File: src/rtl/bcd_pkg.sv
// ---------------------------------------------------------------------------
// bcd_pkg : digit-level types and helpers shared by the BCD<->binary blocks
// Rev 1.0 : initial release
// ---------------------------------------------------------------------------
`default_nettype none

package bcd_pkg;

  typedef enum logic [1:0] {IDLE, CALC, DONE} bcd_state_t;

  localparam int DIGIT_W = 4;

  function automatic logic bcd_digit_ok(input logic [3:0] d);
    return (d <= 4'd9);
  endfunction

endpackage

`default_nettype wire

File: src/rtl/bcd_digit_sub3.sv
// ---------------------------------------------------------------------------
// bcd_digit_sub3 : one reverse double-dabble correction stage (d>=8 -> d-3)
// Rev 1.0 : initial release
// ---------------------------------------------------------------------------
`default_nettype none

module bcd_digit_sub3 (
  input  logic [3:0] i_digit,
  output logic [3:0] o_digit
);

  assign o_digit = i_digit[3] ? (i_digit - 4'd3) : i_digit;

endmodule

`default_nettype wire

File: src/rtl/bcd2bin_seq.sv
// ---------------------------------------------------------------------------
// bcd2bin_seq : sequential BCD-to-binary converter, one shift per clock
// Rev 1.0 : initial release
// ---------------------------------------------------------------------------
`default_nettype none

module bcd2bin_seq
  import bcd_pkg::*;
#(
  parameter int D = 3,
  parameter int W = 10
) (
  input  logic                 clk,
  input  logic                 rst_n,
  input  logic                 in_valid,
  output logic                 in_ready,
  input  logic [4*D-1:0]       bcd,
  output logic                 out_valid,
  input  logic                 out_ready,
  output logic [W-1:0]         bin,
  output logic                 err
);

  localparam int HALF_W = DIGIT_W * D;
  localparam int SR_W   = 2 * HALF_W;
  localparam int CNT_W  = $clog2(4 * D + 1);
  localparam logic [CNT_W-1:0] CNT_LAST = CNT_W'(4 * D - 1);

  generate
    if ((2.0 ** W) < (10.0 ** D)) begin : g_width_check
      $fatal(1, "bcd2bin_seq: W too small to hold 10^D - 1");
    end
  endgenerate

  bcd_state_t        state_q, state_d;
  logic [SR_W-1:0]   sr_q, sr_d;
  logic [CNT_W-1:0]  cnt_q, cnt_d;
  logic              err_reg_q, err_reg_d;
  logic [W-1:0]      bin_q, bin_d;
  logic              err_q, err_d;

  logic [SR_W-1:0]   w_shifted;
  logic [HALF_W-1:0] w_corr;
  logic [SR_W-1:0]   w_sr_calc;
  logic              w_bcd_err;

  assign w_shifted = sr_q >> 1;

  // Correction applies only to the BCD half; the binary half just collects bits.
  generate
    for (genvar i = 0; i < D; i++) begin : g_digit
      bcd_digit_sub3 u_sub3 (
        .i_digit (w_shifted[HALF_W + i*DIGIT_W +: DIGIT_W]),
        .o_digit (w_corr[i*DIGIT_W +: DIGIT_W])
      );
    end
  endgenerate

  assign w_sr_calc = {w_corr, w_shifted[HALF_W-1:0]};

  always_comb begin
    w_bcd_err = 1'b0;
    for (int i = 0; i < D; i++) begin
      w_bcd_err = w_bcd_err | ~bcd_digit_ok(bcd[i*DIGIT_W +: DIGIT_W]);
    end
  end

  always_comb begin
    state_d   = state_q;
    sr_d      = sr_q;
    cnt_d     = cnt_q;
    err_reg_d = err_reg_q;
    bin_d     = bin_q;
    err_d     = err_q;
    case (state_q)
      IDLE: begin
        if (in_valid) begin
          sr_d      = {bcd, {HALF_W{1'b0}}};
          err_reg_d = w_bcd_err;
          cnt_d     = '0;
          state_d   = CALC;
        end
      end
      CALC: begin
        sr_d  = w_sr_calc;
        cnt_d = cnt_q + CNT_W'(1);
        if (cnt_q == CNT_LAST) begin
          state_d = DONE;
          bin_d   = err_reg_q ? '0 : W'(w_sr_calc[HALF_W-1:0]);
          err_d   = err_reg_q;
        end
      end
      DONE: begin
        if (out_ready) begin
          state_d = IDLE;
        end
      end
      default: state_d = IDLE;
    endcase
  end

  always_ff @(posedge clk or negedge rst_n) begin
    if (!rst_n) begin
      state_q   <= IDLE;
      sr_q      <= '0;
      cnt_q     <= '0;
      err_reg_q <= 1'b0;
      bin_q     <= '0;
      err_q     <= 1'b0;
    end else begin
      state_q   <= state_d;
      sr_q      <= sr_d;
      cnt_q     <= cnt_d;
      err_reg_q <= err_reg_d;
      bin_q     <= bin_d;
      err_q     <= err_d;
    end
  end

  assign in_ready  = (state_q == IDLE);
  assign out_valid = (state_q == DONE);
  assign bin       = bin_q;
  assign err       = err_q;

endmodule

`default_nettype wire

File: config.mk
export PLATFORM = sky130hd
export DESIGN_NAME = bcd2bin_seq
export DESIGN_NICKNAME = d
export VERILOG_FILES = /design/src/rtl/bcd_pkg.sv /design/src/rtl/bcd_digit_sub3.sv /design/src/rtl/bcd2bin_seq.sv
export SDC_FILE = /design/constraint.sdc
export NUM_CORES = 1
export LEC_CHECK = 0
export ABC_AREA = 1
export ABC_CLOCK_PERIOD_IN_PS = 2200
export BUFFER_PORTS_ARGS = -buffer_cell sky130_fd_sc_hd__buf_2
export CAP_MARGIN = 20
export CELL_PAD_IN_SITES_DETAIL_PLACEMENT = 1
export CELL_PAD_IN_SITES_GLOBAL_PLACEMENT = 2
export CORE_ASPECT_RATIO = 1.75
export CORE_MARGIN = 4
export CORE_UTILIZATION = 30
export DETAILED_ROUTE_END_ITERATION = 10
export PLACE_DENSITY_LB_ADDON = 0.1
export SYNTH_ARGS = -nofsm -noshare
export SYNTH_HDL_FRONTEND = slang
export SYNTH_SLANG_ARGS = --single-unit
File: constraint.sdc
create_clock -name clk -period 2.2 [get_ports clk]
set_input_delay 0.22 -clock clk [delete_from_list [all_inputs] [get_ports clk]]
set_output_delay 0.22 -clock clk [all_outputs]
set_load 0.1 [all_outputs]
==> results of run 1 <==
-- layout make-up --
cell class	instances	area share
clock buffers	5	0.0310
repair buffers	30	0.0700
clock inverters	2	0.0158
well taps	80	0.0451
inverters	29	0.0491
flip-flops and latches	41	0.463
multi-input cells	158	0.326
-- cells in the mapped netlist --
cell,n,area [um2]
buf_2,2,10.0
buf_4,3,22.5
buf_6,1,11.3
clkbuf_1,1,3.75
clkinv_1,1,3.75
dfrtp_1,41,1030
ha_1,3,37.5
inv_1,24,90.1
inv_2,4,15.0
nand2_1,88,330
nand2_2,1,6.26
nand3_1,26,130
nor2_1,10,37.5
nor2_2,2,12.5
nor2_4,1,11.3
o21ai_0,12,60.1
o21ai_1,2,10.0
o21ai_2,1,8.76
o22ai_1,9,56.3
o31ai_1,1,7.51
or2_2,2,12.5
-- worst min path at each step --
stage / slack (ps) / from / end
after global routing: 30 / rst_n / bin[8]
after global placement: 330 / rst_n / bin[9]
final: -20 / rst_n / bin[8]
after detailed placement: 330 / rst_n / bin[9]
after floorplan: -80 / rst_n / bin[0]
after CTS: 3 / rst_n / bin[9]
-- layout by cell type (no fill, tap or decap) --
cell type and n:
inv_1 24, o22ai_1 9, clkinv_2 1, buf_4 2
o21ai_2 1, inv_2 4, nor2_2 3, nand2_1 88
nor2_1 9, nor2_4 1, or2_2 2, o21ai_1 2
nand2_2 1, dfrtp_1 41, o21ai_0 12, clkbuf_8 5
bufinv_16 1, nand3_1 26, ha_1 3, o31ai_1 1
buf_2 28, clkinv_1 1
-- sequential cells by signal (all words and copies together), names as in the netlist --
signal and flops:
err_reg_q 1, state_q 2, bin 10, sr_q 23
cnt_q 4, err 1
-- power by group through the flow --
stage,sequential [mW],clock (mW),combinational [mW]
after global routing,1.31,0.641,1.55
final,1.26,0.598,1.37
after detailed placement,1.27,0,1.39
after floorplan,1.55,0,0.793
after CTS,1.26,0.618,1.40
after global placement,1.27,0,1.37
-- metal layers --
layer,part of all wire,wire length (um),track usage,up-vias
met5,0,0,0,-
met4,0.016,76,0.0478,0
met3,0.032,155,0.0248,9
met2,0.52,2490,0.248,25
met1,0.43,2050,0.167,759
li1,-,-,-,795
-- critical path: stages (launching register included) --
cell and delay, ps:
dfrtp_1 470, nor2_2 150, buf_2 440
-- stage by stage --
stage	power, mW	utilization	area [um2]
after floorplan	2.34	-	1910
after global placement	2.64	0.342	2110
after detailed placement	2.67	0.342	2110
after CTS	3.28	0.359	2220
after global routing	3.50	0.359	2220
final	3.23	0.359	2220
-- cells by family (layout without fill, tap and decap cells) --
kind of cell / count (synthesis) / in the layout / synth area share
adder cells (fa/ha/maj): 3 / 3 / 0.0197
flip-flops: 41 / 41 / 0.539
AO/OA/AOI/OAI: 25 / 25 / 0.0750
AND/OR/NAND/NOR: 130 / 130 / 0.284
buffers and inverters: 36 / 66 / 0.0822
==> flow_summary.json, run 1 <==
{
  "fp-row-count": 38,
  "io_buffers": 28,
  "setup_viol": 0,
  "worstPathArrival_ps": 1350,
  "die_h_um": 113,
  "power_density_mw_per_mm2": 1460,
  "vias_per_cell": 4.60,
  "r2r-end": "bin[4]",
  "hpwl_mm": 3.49,
  "dp_slack_ps": 639,
  "p_clk_frac": 0.185,
  "crit_path_end_kind": "output pin",
  "crit_path_max_fanout": 6,
  "timing.max_cap.violations": 0,
  "worstMarginPinSlew_ps": 691,
  "yosysSeqAreaShare": 0.539,
  "dr.pass1.iters": 4,
  "syn_nets": 254,
  "violations": "negative hold slack",
  "ys_warn_count": 0,
  "cts_tree": "yes",
  "p_int_mw": 1.73,
  "timing.hold.ws_ps": -15.6,
  "fin_crit_ps": 1570,
  "r2r-start": "state_q[1]",
  "hp-class": "in -> async",
  "core_area_mm2": 0.00618,
  "wirelength_mm": 4.77,
  "cp-startpoint": "state_q[0]",
  "drive_above_1_share": 0.185,
  "clock_skew_ps": 7.50,
  "nNetsFinal": 284,
  "cp-start-kind": "register",
  "drc": 0,
  "combPwrFrac": 0.425,
  "grt_max_degree": 42,
  "final.period_utilization": 0.714,
  "worst-r2r-setup-slack_ps": 650,
  "switchingPower_mw": 1.50,
  "drv_slew": 0,
  "seq_power_share": 0.390,
  "cts_buffers": 5,
  "max-clock-path-buffers": 2,
  "htreeDepth": 2,
  "rsz0062_at_grt": "no",
  "clock_sinks": 41,
  "fill_cells": 780,
  "crit_end": "in_ready",
  "ys_ff_latch": 41,
  "cts-root-buf": "clkbuf_8",
  "floorplan.initialDensity": 0.308,
  "gp_congestion": 0.756,
  "antenna_left": 0,
  "final_cells": 345,
  "grt_overflow": 0,
  "hold_viol_final": 16,
  "clk_latency_ps": 290,
  "finalSetupTns_ps": 0,
  "grt_pass1_wl_mm": 8.34,
  "vias": 1588,
  "die_x_um": 68.2,
  "p_sw_frac": 0.463,
  "post-route-worst-setup-slack_ps": 629,
  "grt_antenna_before_repair": 0,
  "ctsHoldBuffers": 0,
  "synth.cell_area_mm2": 0.00190,
  "antenna_cells": 0,
  "fmaxAchievable_ghz": 0.637,
  "syn_area_per_cell_um2": 8.10,
  "die_area_mm2": 0.00773,
  "grt_pass1_vias": 1675,
  "post_drt_wl_per_cell_um": 13.8,
  "cts_resized": 0,
  "p_leak_nw": 1.19,
  "vdd_ir_drop_max_uv": 409,
  "status": "finished, violations left",
  "drtIter0Drc": 57,
  "required_ps": 1980,
  "cts_setup_buffers": 0,
  "maxSlewHeadroom": 0.539,
  "synth_cells": 235,
  "grt.total_usage": 0.141,
  "crit_type": "reg -> out",
  "reg2reg_depth": 6,
  "ioPinCount": 29,
  "multi_input_area_um2": 723,
  "seq_area_mm2": 0.00103,
  "dp_cells": 338,
  "synth.distinct_cells": 21,
  "area_growth_pct": 16.5,
  "cts.clk_slew.worst_paths_ps": 90
}
Power figures use the tool's default switching activity.
==> inputs of run 2 (changes only) <==
--- a/config.mk
+++ b/config.mk
@@ -5,8 +5,8 @@
 export SDC_FILE = /design/constraint.sdc
 export NUM_CORES = 1
 export LEC_CHECK = 0
-export ABC_AREA = 1
-export ABC_CLOCK_PERIOD_IN_PS = 2200
+export ABC_AREA = 0
+export ABC_CLOCK_PERIOD_IN_PS = 1400
 export BUFFER_PORTS_ARGS = -buffer_cell sky130_fd_sc_hd__buf_2
 export CAP_MARGIN = 20
 export CELL_PAD_IN_SITES_DETAIL_PLACEMENT = 1
==> constraint.sdc (replaced) <==
create_clock -name clk -period 1.4 [get_ports clk]
set_input_delay 0.14 -clock clk [delete_from_list [all_inputs] [get_ports clk]]
set_output_delay 0.14 -clock clk [all_outputs]
set_load 0.1 [all_outputs]
==> run 2 against run 1 <==
- synthesized cell count is 24% lower
- hold slack better by 120 ps
- design area is 12% higher
- core utilization is 4.2 points higher
- largest cell class unchanged
- clock-buffer cell count stayed put
- combinational power grew to 2.6 times the previous value
- setup slack worse by 640 ps
- highest routed layer unchanged
- area after synthesis is 1.6% higher
- first-iteration DRC count is 25% lower
- register-to-register slack worse by 660 ps
- global-route usage is 0.11 points lower
- the flow finishes with violations (negative setup slack)
- critical endpoint is now bin[6]
- die area is 1.4% higher
==> flow_summary.json, run 2 <==
{
  "switchingPower_mw": 3.10,
  "utilization": 0.400,
  "synth_most_common_cell": "dfrtp_1",
  "synth_common_cells": "dfrtp_1 (41), nand2_1 (29), nor2b_1 (15), nand3_1 (13), mux2_4 (9)",
  "largest_register_ff_count": 23,
  "clock_skew_ps": 11.6,
  "clock_sinks": 41,
  "p_clk_frac": 0.141,
  "fmaxAchievable_ghz": 0.709,
  "synth.cell_area_mm2": 0.00193,
  "vias": 1478,
  "cp-startpoint": "state_q[1]",
  "grt_antenna_before_repair": 0,
  "ys_ff_latch": 41,
  "io_buffers": 28,
  "regMostFlops": "sr_q",
  "synth.distinct_cells": 38,
  "ys_warn_count": 0,
  "worst-r2r-setup-slack_ps": -10,
  "wirelength_mm": 4.87,
  "vdd_ir_drop_max_uv": 1320,
  "combPwrFrac": 0.531,
  "final_common_cell": "dfrtp_1",
  "synthMuxAreaShare": 0.0977,
  "worstPathArrival_ps": 1590,
  "drtIter0Drc": 43,
  "required_ps": 1580,
  "cts.clk_slew.worst_paths_ps": 90,
  "post-route-worst-setup-slack_ps": -10.3,
  "layout_common_cells": "dfrtp_1 (39), nand2_1 (29), buf_2 (26)",
  "synth_compound_area_frac": 0.104,
  "dp_slack_ps": -78.4,
  "nNetsFinal": 242,
  "crit_type": "reg -> reg",
  "status": "finished, violations left",
  "drv_slew": 0,
  "rsz0062_at_grt": "yes",
  "synthSimpleGateAreaFrac": 0.197,
  "cts_buffers": 5,
  "syn_area_per_cell_um2": 10.8,
  "yosysSeqAreaShare": 0.531,
  "power_density_mw_per_mm2": 2670,
  "floorplan.initialDensity": 0.310,
  "max-clock-path-buffers": 2,
  "reg2reg_depth": 4,
  "syn_nets": 198,
  "ioPinCount": 29,
  "r2r-end": "bin[6]",
  "grt_pass1_vias": 1680,
  "grt.total_usage": 0.140,
  "r2r-start": "state_q[1]",
  "antenna_cells": 0,
  "synth_top_family_by_area": "simple AND/OR/NAND/NOR gates",
  "setup_viol": 7,
  "dr.pass1.iters": 4,
  "htreeDepth": 2,
  "cp-start-kind": "register",
  "netlist_top_cells_area": "dfrtp_1 (53%), mux2_4 (7.0%), nand2_1 (5.6%), nor2b_1 (4.9%), nand3_1 (3.4%)",
  "fill_cells": 689,
  "grt_max_degree": 42,
  "crit_path_end_kind": "register",
  "violations": "negative setup slack",
  "crit_end": "bin[6]",
  "synth_cells": 179,
  "antenna_left": 0,
  "fin_area_mm2": 0.00249,
  "power_mw": 6.66,
  "p_int_mw": 3.56,
  "hp-class": "in -> reg",
  "cts_tree": "yes",
  "clk_latency_ps": 290,
  "worstMarginPinSlew_ps": 488,
  "grt_pass1_wl_mm": 8.22,
  "yosysTopAreaCellShare": 0.531,
  "seq_power_share": 0.328,
  "post_drt_wl_per_cell_um": 16.1,
  "synthArstFlopShare": 1.00,
  "vias_per_cell": 4.88,
  "drive_above_1_share": 0.345,
  "synth_xor_area_frac": 0.0181,
  "crit_path_max_fanout": 8,
  "synth_edf_count": 0,
  "place_area_mm2": 0.00231,
  "p_leak_nw": 1.19,
  "hpwl_mm": 3.53,
  "die_x_um": 68.7,
  "timing.max_cap.violations": 0,
  "grt_overflow": 0,
  "synth_top_cell_by_area": "dfrtp_1",
  "fp-row-count": 38,
  "die_h_um": 114,
  "maxSlewHeadroom": 0.677,
  "hold_viol_final": 0,
  "area_growth_pct": 29.0,
  "synth_flop_cell": "dfrtp_1",
  "p_sw_frac": 0.465,
  "drc": 0,
  "die_area_mm2": 0.00784,
  "gp_congestion": 0.771,
  "synth_adder_area_share": 0.0194,
  "core_area_mm2": 0.00623,
  "final.period_utilization": 1.01,
  "fin_crit_ps": 1410,
  "cts-root-buf": "clkbuf_8"
}
-- run 2: what timing repair did --
action / 4_1_cts / 5_1_grt
pin swaps: 1 / 2
resized for setup: 6 / 7
buffers inserted: 2 / 0
endpoints found under the setup margin: 33 / 24
hold endpoints to repair: 41 / 0
hold buffers: 1 / 0
-- run 2: through the flow --
stage	TNS, ps	std cells	hold slack (ps)
2_1_floorplan	-802	179	-156
3_3_place_gp	-894	293	134
3_5_place_dp	-1370	293	140
4_1_cts	-57.4	303	90.1
5_1_grt	-492	303	96.7
6_report	-45.9	303	103
-- run 2: per-layer routing --
| layer | share of wire | GRT usage | vias to the layer above |
|---|---|---|---|
| met2 | 0.56 | 0.250 | 28 |
| met3 | 0.032 | 0.0265 | 6 |
| met5 | 0 | 0 | - |
| met1 | 0.39 | 0.155 | 738 |
| met4 | 0.018 | 0.0584 | 0 |
| li1 | - | - | 706 |
-- run 2: worst max-delay path, stage by stage, from the launching register on --
cell and delay [ps]:
dfrtp_2 450, nor2b_2 140, and4_4 270, buf_12 140
mux2_4 290
-- run 2: cell type report --
| type | count | area (um2) | share of cell area |
|---|---|---|---|
| inverters | 2 | 7.51 | 0.00301 |
| multi-input cells | 126 | 893 | 0.358 |
| clock inverters | 2 | 35.0 | 0.0140 |
| clock buffers | 5 | 68.8 | 0.0276 |
| flip-flops and latches | 41 | 1030 | 0.412 |
| repair buffers | 47 | 360 | 0.145 |
| well taps | 80 | 100 | 0.0401 |
-- run 2: how the worst min path moves through the flow --
stage | end | slack (ps) | start | cells past startpoint
2_1_floorplan | bin[0] | -160 | rst_n | 0
3_3_place_gp | bin[9] | 130 | rst_n | 2
3_5_place_dp | bin[8] | 140 | rst_n | 2
4_1_cts | sr_q[23] | 90 | bcd[11] | 2
5_1_grt | sr_q[23] | 100 | bcd[11] | 2
6_report | sr_q[23] | 100 | bcd[11] | 2
-- run 2: power groups by stage --
stage | registers, mW | logic, mW | clock network, mW
after CTS | 2.17 | 3.51 | 0.979
after detailed placement | 2.19 | 3.43 | 0
after global routing | 2.27 | 3.86 | 1.03
final | 2.19 | 3.54 | 0.936
after floorplan | 3.00 | 1.67 | 0
after global placement | 2.16 | 3.35 | 0
-- run 2: cells by family (layout without fill, tap and decap cells) --
family,count (synthesis),in the layout
simple gates,76,76
mux,14,14
compound gates,29,29
flops,41,41
buf+inv,12,56
xor+xnor,4,4
fa+ha+maj,3,3
==> inputs of run 3 (changes only) <==
--- a/config.mk
+++ b/config.mk
@@ -14,8 +14,10 @@
 export CORE_ASPECT_RATIO = 1.75
 export CORE_MARGIN = 4
 export CORE_UTILIZATION = 30
+export CTS_CLUSTER_SIZE = 25
 export DETAILED_ROUTE_END_ITERATION = 10
 export PLACE_DENSITY_LB_ADDON = 0.1
 export SYNTH_ARGS = -nofsm -noshare
 export SYNTH_HDL_FRONTEND = slang
 export SYNTH_SLANG_ARGS = --single-unit
+export TNS_END_PERCENT = 1
==> run 3 against run 2 <==
- the flow now finishes without violations
- setup slack better by 38 ps
- register-to-register slack better by 50 ps
- critical path depth down 1
- clock skew down 9.4 ps
- first-iteration DRC count up 19%
- global-route usage up 0.25 points
- clock-buffer cell count up 1
- sequential power about the same
- design area up 1.7%
- clock power up 9%
- via count up 3.7%
- sequential share of layout area down 0.69 points
- critical path type is now reg -> out
- largest cell class unchanged
==> flow_summary.json, run 3 (synthesized netlist as in run 2, its figures left out) <==
{
  "crit_path_end_kind": "output pin",
  "cts.clk_slew.worst_paths_ps": 80,
  "grt_max_degree": 42,
  "clk_latency_ps": 290,
  "rsz0062_at_grt": "yes",
  "crit_slowest_cell": "dfrtp_2",
  "cp_cell_sequence": "buf_6, nor2b_4, buf_12",
  "layout_common_cells": "dfrtp_1 (39), nand2_1 (29), buf_2 (26), buf_4 (15)",
  "hpwl_mm": 3.63,
  "final_common_cell": "dfrtp_1",
  "die_x_um": 68.7,
  "place_area_mm2": 0.00232,
  "vdd_ir_drop_max_uv": 962,
  "timing.hold.ws_ps": 100,
  "cts-root-buf": "clkbuf_8",
  "slowest_delay_ps": 440,
  "p_leak_nw": 1.21,
  "worst-path-buf-inv": 2,
  "drtIter0Drc": 51,
  "hold_viol_final": 0,
  "vias": 1532,
  "hp-class": "in -> reg",
  "setup_viol": 0,
  "post_drt_wl_per_cell_um": 16.4,
  "timing.max_cap.violations": 0,
  "ioPinCount": 29,
  "drv_slew": 0,
  "grt_antenna_before_repair": 0,
  "cp-start-kind": "register",
  "drc": 0,
  "worstPathArrival_ps": 1230,
  "max-clock-path-buffers": 2,
  "area_growth_pct": 31.2,
  "fp-row-count": 38,
  "htreeDepth": 2,
  "floorplan.initialDensity": 0.310,
  "maxSlewHeadroom": 0.673,
  "final.period_utilization": 0.981,
  "drive_above_1_share": 0.366,
  "die_h_um": 114,
  "seq_area_mm2": 0.00103,
  "cts_buffers": 5,
  "vias_per_cell": 4.99,
  "fmaxAchievable_ghz": 0.728,
  "crit_type": "reg -> out",
  "grt_pass1_wl_mm": 8.39,
  "wirelength_mm": 5.05,
  "nNetsFinal": 245,
  "multi_input_area_um2": 913,
  "die_area_mm2": 0.00784,
  "dr.pass1.iters": 4,
  "worstMarginPinSlew_ps": 494,
  "core_area_mm2": 0.00623,
  "gp_congestion": 0.770,
  "io_buffers": 28,
  "antenna_cells": 0,
  "antenna_left": 0,
  "fin_crit_ps": 1370,
  "critical-path-top-delay-family": "flip-flops",
  "fin_area_mm2": 0.00254,
  "cts_tree": "yes",
  "power_mw": 6.85,
  "status": "finished, final reports clean",
  "required_ps": 1260,
  "grt.total_usage": 0.143,
  "grt_pass1_vias": 1690,
  "crit_path_max_fanout": 10,
  "largest_register_ff_count": 23,
  "power_density_mw_per_mm2": 2700,
  "grt_overflow": 0,
  "clock_sinks": 41,
  "fill_cells": 705,
  "clock_skew_ps": 2.22,
  "regMostFlops": "sr_q"
}
==> run 3: final cells by class <==
type,count,area share
sequential,41,0.406
clock inverter,2,0.0148
tap,80,0.0395
inverter,2,0.00296
timing repair buffer,49,0.145
clock buffer,6,0.0326
multi-input combinational,127,0.360
==> run 3: worst paths after layout <==
kind	endpoint	slack [ps]	cells after the start	from
worst min-delay path	sr_q[23]	100	2	bcd[11]
worst max register to register	bin[1]	40	3	state_q[1]
worst min register to register	sr_q[11]	490	2	sr_q[12]
max in group asynchronous	state_q[1]	830	3	rst_n
min in group asynchronous	sr_q[12]	340	3	rst_n
worst max-delay path	out_valid	30	3	state_q[0]
==> run 3: through the flow <==
stage | std cells | setup slack (ps) | setup TNS (ps) | utilization
finish | 307 | 27.2 | 0 | 0.407
global route | 307 | -30.5 | -107 | 0.407
CTS | 305 | -8.62 | -22.2 | 0.397
detailed placement | 295 | -52.4 | -418 | 0.372
global placement | 295 | -9.39 | -23.8 | 0.372
floorplan | 179 | -155 | -1040 | -
==> run 3: power breakdown <==
part           internal (mW)  switching, mW  leakage [nW]
Clock                  0.580          0.436        0.0574
Combinational           1.38           2.27         0.633
Sequential              1.72          0.460         0.521
Total                   3.68           3.17          1.21
==> run 3: repair_timing <==
action	in CTS	in global routing
hold buffers	1	0
endpoints found under the setup margin	30	20
pin swaps	1	2
gates resized for setup	5	12
setup buffers	0	2
hold endpoints to repair	41	0
gates cloned	1	0
==> run 3: metal layers <==
metal,global-route usage,vias to the layer above,share of wire
li1,-,719,-
met1,0.157,775,0.39
met2,0.255,30,0.55
met3,0.0275,8,0.032
met4,0.0584,0,0.024
met5,0,-,0
